<file path="src/rtl/ramb_stream_reader.sv">
`default_nettype none
// ============================================================================
// Module   : ramb_stream_reader
// Brief    : Walks a wrapping RAM address range and streams each word out
//            over valid/ready, then pulses done.
// Revision : 1.0 - initial release
// ============================================================================
module ramb_stream_reader #(
    parameter int ADDR_W = 6,
    parameter int DATA_W = 8
) (
    input  logic              clk,
    input  logic              rst,
    input  logic              start,
    input  logic [ADDR_W-1:0] base,
    input  logic [ADDR_W:0]   len,
    output logic [ADDR_W-1:0] ram_a,
    output logic              ram_we,
    input  logic [DATA_W-1:0] ram_do,
    output logic [DATA_W-1:0] out_data,
    output logic              out_valid,
    input  logic              out_ready,
    output logic              busy,
    output logic              done
);

    localparam logic [ADDR_W:0]   c_DEPTH   = {1'b1, {ADDR_W{1'b0}}};
    localparam logic [ADDR_W:0]   c_CNT_ONE = {{ADDR_W{1'b0}}, 1'b1};
    localparam logic [ADDR_W-1:0] c_ADR_ONE = {{(ADDR_W-1){1'b0}}, 1'b1};

    typedef enum logic [1:0] {
        S_IDLE = 2'd0,
        S_READ = 2'd1,
        S_HOLD = 2'd2,
        S_DONE = 2'd3
    } state_t;

    state_t              r_state;
    logic [ADDR_W-1:0]   r_addr;
    logic [ADDR_W:0]     r_remaining;
    logic [ADDR_W:0]     r_idx;
    logic [DATA_W-1:0]   r_data;
    logic                r_valid;
    logic                r_busy;
    logic                r_done;
    logic [ADDR_W:0]     w_len_sat;
    logic                w_last;

    // Counts beyond the RAM depth collapse to one full pass of the RAM.
    assign w_len_sat = (len > c_DEPTH) ? c_DEPTH : len;
    assign w_last    = (r_idx == (r_remaining - c_CNT_ONE));

    always_ff @(posedge clk) begin
        if (rst) begin
            r_state     <= S_IDLE;
            r_addr      <= '0;
            r_remaining <= '0;
            r_idx       <= '0;
            r_data      <= '0;
            r_valid     <= 1'b0;
            r_busy      <= 1'b0;
            r_done      <= 1'b0;
        end else begin
            r_done <= 1'b0;
            case (r_state)
                S_IDLE: begin
                    if (start) begin
                        r_addr      <= base;
                        r_remaining <= w_len_sat;
                        r_idx       <= '0;
                        if (w_len_sat == '0) begin
                            r_state <= S_DONE;
                            r_done  <= 1'b1;
                        end else begin
                            r_state <= S_READ;
                            r_busy  <= 1'b1;
                        end
                    end
                end
                S_READ: begin
                    r_data  <= ram_do;
                    r_valid <= 1'b1;
                    r_state <= S_HOLD;
                end
                S_HOLD: begin
                    if (r_valid && out_ready) begin
                        r_valid <= 1'b0;
                        if (w_last) begin
                            r_state <= S_DONE;
                            r_done  <= 1'b1;
                            r_busy  <= 1'b0;
                        end else begin
                            r_idx   <= r_idx + c_CNT_ONE;
                            r_addr  <= r_addr + c_ADR_ONE;
                            r_state <= S_READ;
                        end
                    end
                end
                S_DONE: begin
                    r_state <= S_IDLE;
                end
                default: begin
                    r_state <= S_IDLE;
                end
            endcase
        end
    end

    assign ram_a     = r_addr;
    assign ram_we    = 1'b0;
    assign out_data  = r_data;
    assign out_valid = r_valid;
    assign busy      = r_busy;
    assign done      = r_done;

endmodule
`default_nettype wire
</file>
<file path="config.mk">
export PLATFORM = sky130hd
export DESIGN_NAME = ramb_stream_reader
export DESIGN_NICKNAME = d
export VERILOG_FILES = /design/src/rtl/ramb_stream_reader.sv
export SDC_FILE = /design/constraint.sdc
export NUM_CORES = 1
export LEC_CHECK = 0
export CORE_MARGIN = 4
export CORE_UTILIZATION = 49
export CTS_CLUSTER_SIZE = 24
export DETAILED_ROUTE_END_ITERATION = 10
export PLACE_DENSITY_LB_ADDON = 0.1
export SLEW_MARGIN = 25
export SYNTH_ARGS = -nofsm -noshare
export SYNTH_HDL_FRONTEND = slang
export SYNTH_SLANG_ARGS = --single-unit
</file>
<file path="constraint.sdc">
create_clock -name clk -period 3 [get_ports clk]
set_input_delay 0.3 -clock clk [delete_from_list [all_inputs] [get_ports clk]]
set_output_delay 0.3 -clock clk [all_outputs]
set_load 0.02 [all_outputs]
</file>
-- Word-level counts from Yosys, hierarchy flattened
Cells that the tools add are included.
W data, S select, Z words.
- register bits after elaboration: 33
- input bits: 25
- output and inout bits: 18
- word-level logic and storage cells: 57
- $add $sub $neg: 3
- magnitude comparators: 1
- equal/unequal tests: 9
- mux-type cells: 26
- reductions and logical operators: 10
- operators with widths (kind ; number):
    $mux W7 ; 4
    $mux W6 ; 3
    $pmux W7 S2 ; 1
    $pmux W6 S2 ; 1
    $ne A2 B2 Y1 const B ; 5
    $mux W1 ; 9
    $mux W2 ; 4
    $pmux W2 S4 ; 1
    $add A7 B1 Y7 const B ; 1
    $eq A7 B7 Y1 ; 1
    $gt A7 B7 Y1 const B ; 1
    $logic_not A7 Y1 ; 1
    $sub A7 B1 Y7 const B ; 1
    $add A6 B1 Y6 const B ; 1
    $pmux W1 S2 ; 3
    $reduce_and A2 Y1 ; 3
    $reduce_and A5 Y1 ; 1
    $eq A2 B2 Y1 const B ; 2
    $reduce_and A4 Y1 ; 1
    $reduce_bool A2 Y1 ; 2
    $eq A2 B1 Y1 const B ; 1
    $logic_not A2 Y1 ; 1
    $logic_and A1 B1 Y1 ; 1

-- Depth between registers and ports, before layout
- word-level depth: 6
- depth in mapped cells: 9
- depth with buffers taken out: 8

-- Least setup slack after synthesis
OpenSTA, ideal clock, no wires.
- kind: flip-flop to flip-flop
- from: reg r_remaining[0]
- to: reg r_addr[0] (netlist: ram_a[0])
- setup time: 0.074 ns
- data arrival time: 2.358 ns
- data required time: 2.926 ns
- setup slack: 0.568 ns
- cell stages (with the launch flop): 10
- buffers on the path: 1
- period minus slack after synthesis: 2.432 ns
- cell sequence: dfxtp_1 > inv_1 > ha_1 > xnor3_1 > and4_4 > or4_1 > and4_1 > buf_6 > or4_1 > a31oi_1
- cells in the longest elaborated chain, start to end: 4
- ends and longest elaborated chain (element ; line ; text):
    from (decl) ; 40 ; logic [ADDR_W:0] r_remaining;
    from (signal assigned) ; 69 ; r_remaining <= w_len_sat;
    $sub A7 B1 Y7 ; 51 ; assign w_last = (r_idx == (r_remaining - c_CNT_ONE));
    $eq A7 B7 Y1 ; 51 ;
    $ne A2 B2 Y1 (no source line) ; -- ;
    $reduce_and A4 Y1 (no source line) ; -- ;
    to (signal assigned) ; 68 ; r_addr <= base;
    to (signal assigned) ; 94 ; r_addr <= r_addr + c_ADR_ONE;
    to (decl) ; 39 ; logic [ADDR_W-1:0] r_addr;
No other way between the ends.
A chain may end at the register's enable or synchronous reset.

-- Final worst setup path
- from: reg r_remaining[0]
- to: reg r_idx[5]
- cells in the longest elaborated chain, start to end: 4
- ends and longest elaborated chain (element ; line ; text):
    $sub A7 B1 Y7 ; 51 ;
    $eq A7 B7 Y1 ; 51 ;
    $ne A2 B2 Y1 (no source line) ; -- ;
    $reduce_and A4 Y1 (no source line) ; -- ;
    to (signal assigned) ; 93 ; r_idx <= r_idx + c_CNT_ONE;
    to (decl) ; 41 ; logic [ADDR_W:0] r_idx;
No other way between the ends.

==> results summary <==
Yosys printed 0 warnings. The final clock period utilization by the worst path came out at 84.63%. The async set-reset flop share out of synthesis is 0%. After technology mapping, the gate count stands at between 200 and 250. The net count after synthesis came out at 251. The type of the worst min-delay path is flop to flop. The minimum clock period is around 2500 ps. The number of iterations in the first detailed-routing pass came out at 4. The ratio of cells with drive above 1 in the final layout is 4.943%. After detailed routing, the number of remaining DRC violations is 0. Global routing used 29.72% of the available met2 tracks. Measured against its own limit, the worst slew margin works out to about three fifths. The number of top-level design ports is 43.

The master of the slowest instance on the critical path is sky130_fd_sc_hd__or4_1. The core region area came out at 3416 sq um. Sequential cells were found to cover 37.26% of the synthesized design area. The worst supply voltage drop on vdd is around 0.3 mV. The type of destination of the critical path is a flop. The maximum buffer depth of the clock tree came out at 2. The number of hold buffers added after CTS came out at 0. The kind of cell with the highest combined delay on the critical path is simple AND/OR/NAND/NOR gates.

Power spread over the standard cell area amounts to roughly 420 nW/um^2. The number of enable flip-flop cells after synthesis came out at 0. The worst path required time came out at 3270 ps.

The height of the die came out at 68.15 microns. The area growth from synthesis to layout is 27.95%. The flow ran to the end, and the final reports show no timing, DRC or antenna violations. The wire length per cell came out at around 14 microns.

The cell row count is 21. The average instance in the mapped netlist occupies 7.950 sq um. met2 is the most crowded layer.

The violation count after the first detailed-routing iteration came out at 105. The post-cts resize count came out at 0. The met3 routing resource usage after global routing is 5.911%. The number of hold violations in the final report came out at 0. The initial core utilization is 51.90%. The congestion estimate from routability-driven global placement came to a little under 0.9. The number of synthesized register bits came out at 33. The critical path goes through inv_1 > ha_1 > xnor3_1 > and4_4 > o41a_1 > and4_1 > or4_1 > a21oi_1.

The non-filler instance count after layout is around 310. For this block, the routed nets add up to between 4000 and 5000 microns of wire. The die area is 4644 sq um. For this run, the post-layout net count is 291.

The maximum clock frequency came out at 0.3939 GHz. The number of buffer cells added on primary ports came out at 41. TritonCTS built the clock tree.

The element type at the critical path start is a flop. The sum of negative setup slack is 0 ps. The clock drives 33 sinks.

The antenna violation net count after detailed routing came out at 0. TritonCTS created 5 clock buffers. The most used flip-flop cell after synthesis is sky130_fd_sc_hd__dfxtp_1. The number of different library cells used by synthesis comes to 49. Setup repair after global routing left no endpoint under its margin. The worst setup path is of the flop to flop kind.

The critical path runs through a total of 8 cells. The area of the mapped netlist is around 1800 sq um. The clock root buffer is sky130_fd_sc_hd__clkbuf_4. The largest single stage delay on the critical path is about 540 ps.

The final setup skew is 12.12 ps. The number of antenna violations at the first check in global routing came out at 0. The total overflow reported by the global router is 0. The number of maximum-capacitance violations is 0. Entering global routing, the biggest net connects 33 pins. In the global route stage, met1 resource usage came out at around 29%. The data arrival time of the critical path came out at 2810 ps. The number of levels the H-tree was split into came out at 2. The die span in x is 68.15 microns. The worst reg-to-reg path cell count is 8. Together, buffers and inverters on the worst path number 1. The worst hold path passes through 2 cells. The number of cells in the design after placement is between 300 and 400. Setup violations remaining at the end of the flow were counted as 0. The power consumption is 0.0009496 W. The average vias per placed instance came out at 5.521. The number of antenna diodes in the final layout is 0. The number of global-route vias before repair came to between 1500 and 2000. The max-slew violation total from the final report came out at 0. For the worst-skew pair, the clock arrives at the later sink with an insertion delay of roughly 330 ps. The count of buffers added by post-CTS timing repair for setup is 0. For this run, the total global-route usage over all layers was measured as 20.37%. The vias after detailed routing is 1706.

For the pin with the worst max-slew slack, the measured transition is 593.2 ps. The clock-pin transition on the worst setup and hold timing paths came out at between 100 and 150 ps. The final core area utilization is between 60% and 70%.

The maximum fanout along the worst path is 16. In this run the static leakage power is between 0.7 and 0.8 nW. The global-route wire length before repair came out at 7107 microns. The detailed placement HPWL came out at 3217 microns.
-- stage by stage --
| stage | cell area (sq um) | hold slack [ps] | worst slack, ps |
|---|---|---|---|
| finish | 2268 | 459.8 | 461.0 |
| global route | 2268 | 491.7 | 253.3 |
| CTS | 2268 | 460.0 | 447.9 |
| detailed placement | 2210 | 447.4 | 459.9 |
| global placement | 2210 | 441.2 | 513.0 |
| floorplan | 1773 | 408.6 | 567.8 |
-- worst paths after layout --
kind                                     start          end  slack [ps]
worst max-delay path            r_remaining[0]     r_idx[5]         460
worst min-delay path               out_data[2]  out_data[2]         460
worst max register to register  r_remaining[0]     r_idx[5]         460
worst min register to register     out_data[2]  out_data[2]         460
-- synthesized netlist by cell type (2+ instances only) --
master	number	area (sq um)
sky130_fd_sc_hd__nand3_1	8	40.04
sky130_fd_sc_hd__ha_1	3	37.54
sky130_fd_sc_hd__a31oi_1	4	25.02
sky130_fd_sc_hd__nor3_1	8	40.04
sky130_fd_sc_hd__and3_1	2	12.51
sky130_fd_sc_hd__nand3b_1	4	30.03
sky130_fd_sc_hd__inv_1	7	26.28
sky130_fd_sc_hd__and4_1	2	17.52
sky130_fd_sc_hd__nand4_1	5	31.28
sky130_fd_sc_hd__or4_1	7	52.55
sky130_fd_sc_hd__nand2_1	32	120.1
sky130_fd_sc_hd__o21ai_0	9	45.04
sky130_fd_sc_hd__nand2b_1	8	50.05
sky130_fd_sc_hd__o211ai_1	2	15.01
sky130_fd_sc_hd__nor2_1	12	45.04
sky130_fd_sc_hd__a21oi_1	22	110.1
sky130_fd_sc_hd__a22o_1	2	17.52
sky130_fd_sc_hd__o22ai_1	2	12.51
sky130_fd_sc_hd__a211oi_1	3	22.52
sky130_fd_sc_hd__nor2b_1	5	31.28
sky130_fd_sc_hd__xnor2_1	6	52.55
sky130_fd_sc_hd__a21o_1	2	15.01
sky130_fd_sc_hd__clkbuf_1	7	26.28
sky130_fd_sc_hd__dfxtp_1	33	660.6
sky130_fd_sc_hd__or3_1	4	25.02
-- placed cells by master (no fill, tap or decap), drive strengths merged, types with 4 or more instances in the layout --
master | netlist | routed
clkdlybuf4s50 | 0 | 41
dfxtp | 33 | 33
nand2 | 32 | 32
a21oi | 22 | 22
nor2 | 12 | 12
o21ai | 9 | 9
nand2b | 8 | 8
nor3 | 8 | 8
nand3 | 8 | 8
inv | 7 | 7
or4 | 7 | 7
xnor2 | 6 | 6
clkbuf | 7 | 6
nor2b | 5 | 5
nand4 | 5 | 5
nand3b | 4 | 4
or3 | 4 | 4
a31oi | 4 | 4
-- routing by layer --
layer  wire, microns  vias to the layer above
met5               0                        -
met4              44                        0
met3             260                        5
met2            1904                       46
met1            2063                      762
li1                -                      893
-- state kept, by name, indices dropped and copies added, names as in the netlist --
register / count
busy: 1
done: 1
out_data: 8
out_valid: 1
r_idx: 7
r_remaining: 7
r_state: 2
ram_a: 6
-- layout make-up --
class / count / area [sq um]
clock buffers: 6 / 51.30
clock inverters: 1 / 7.507
fillers: 315 / 1147
inverters: 7 / 26.28
multi-input cells: 172 / 1032
flip-flops and latches: 33 / 660.6
well taps: 46 / 57.56
repair buffers: 44 / 432.9
-- kinds of logic (layout without fill, tap and decap cells) --
kind of cell | Yosys count | after routing | synth area share [%]
other cells | 1 | 1 | 0.2115
buf+inv | 18 | 58 | 4.517
mux | 2 | 2 | 1.200
simple gates | 103 | 103 | 30.77
flops | 33 | 33 | 37.26
fa+ha+maj | 3 | 3 | 2.117
compound gates | 55 | 55 | 19.20
xor+xnor | 8 | 8 | 4.728
-- worst min-delay path, cell delays in order, from the launching register on --
cell and delay [ps]:
sky130_fd_sc_hd__dfxtp_1 320, sky130_fd_sc_hd__nand2_1 50, sky130_fd_sc_hd__a21oi_1 50
-- report_power, final --
part	switching [W]	internal (W)
clock	0.000153	0.000110
combinational	0.000100	0.000101
sequential	0.0000251	0.000460
total	0.000279	0.000671
No activity file was read; power rests on OpenSTA's default activity.
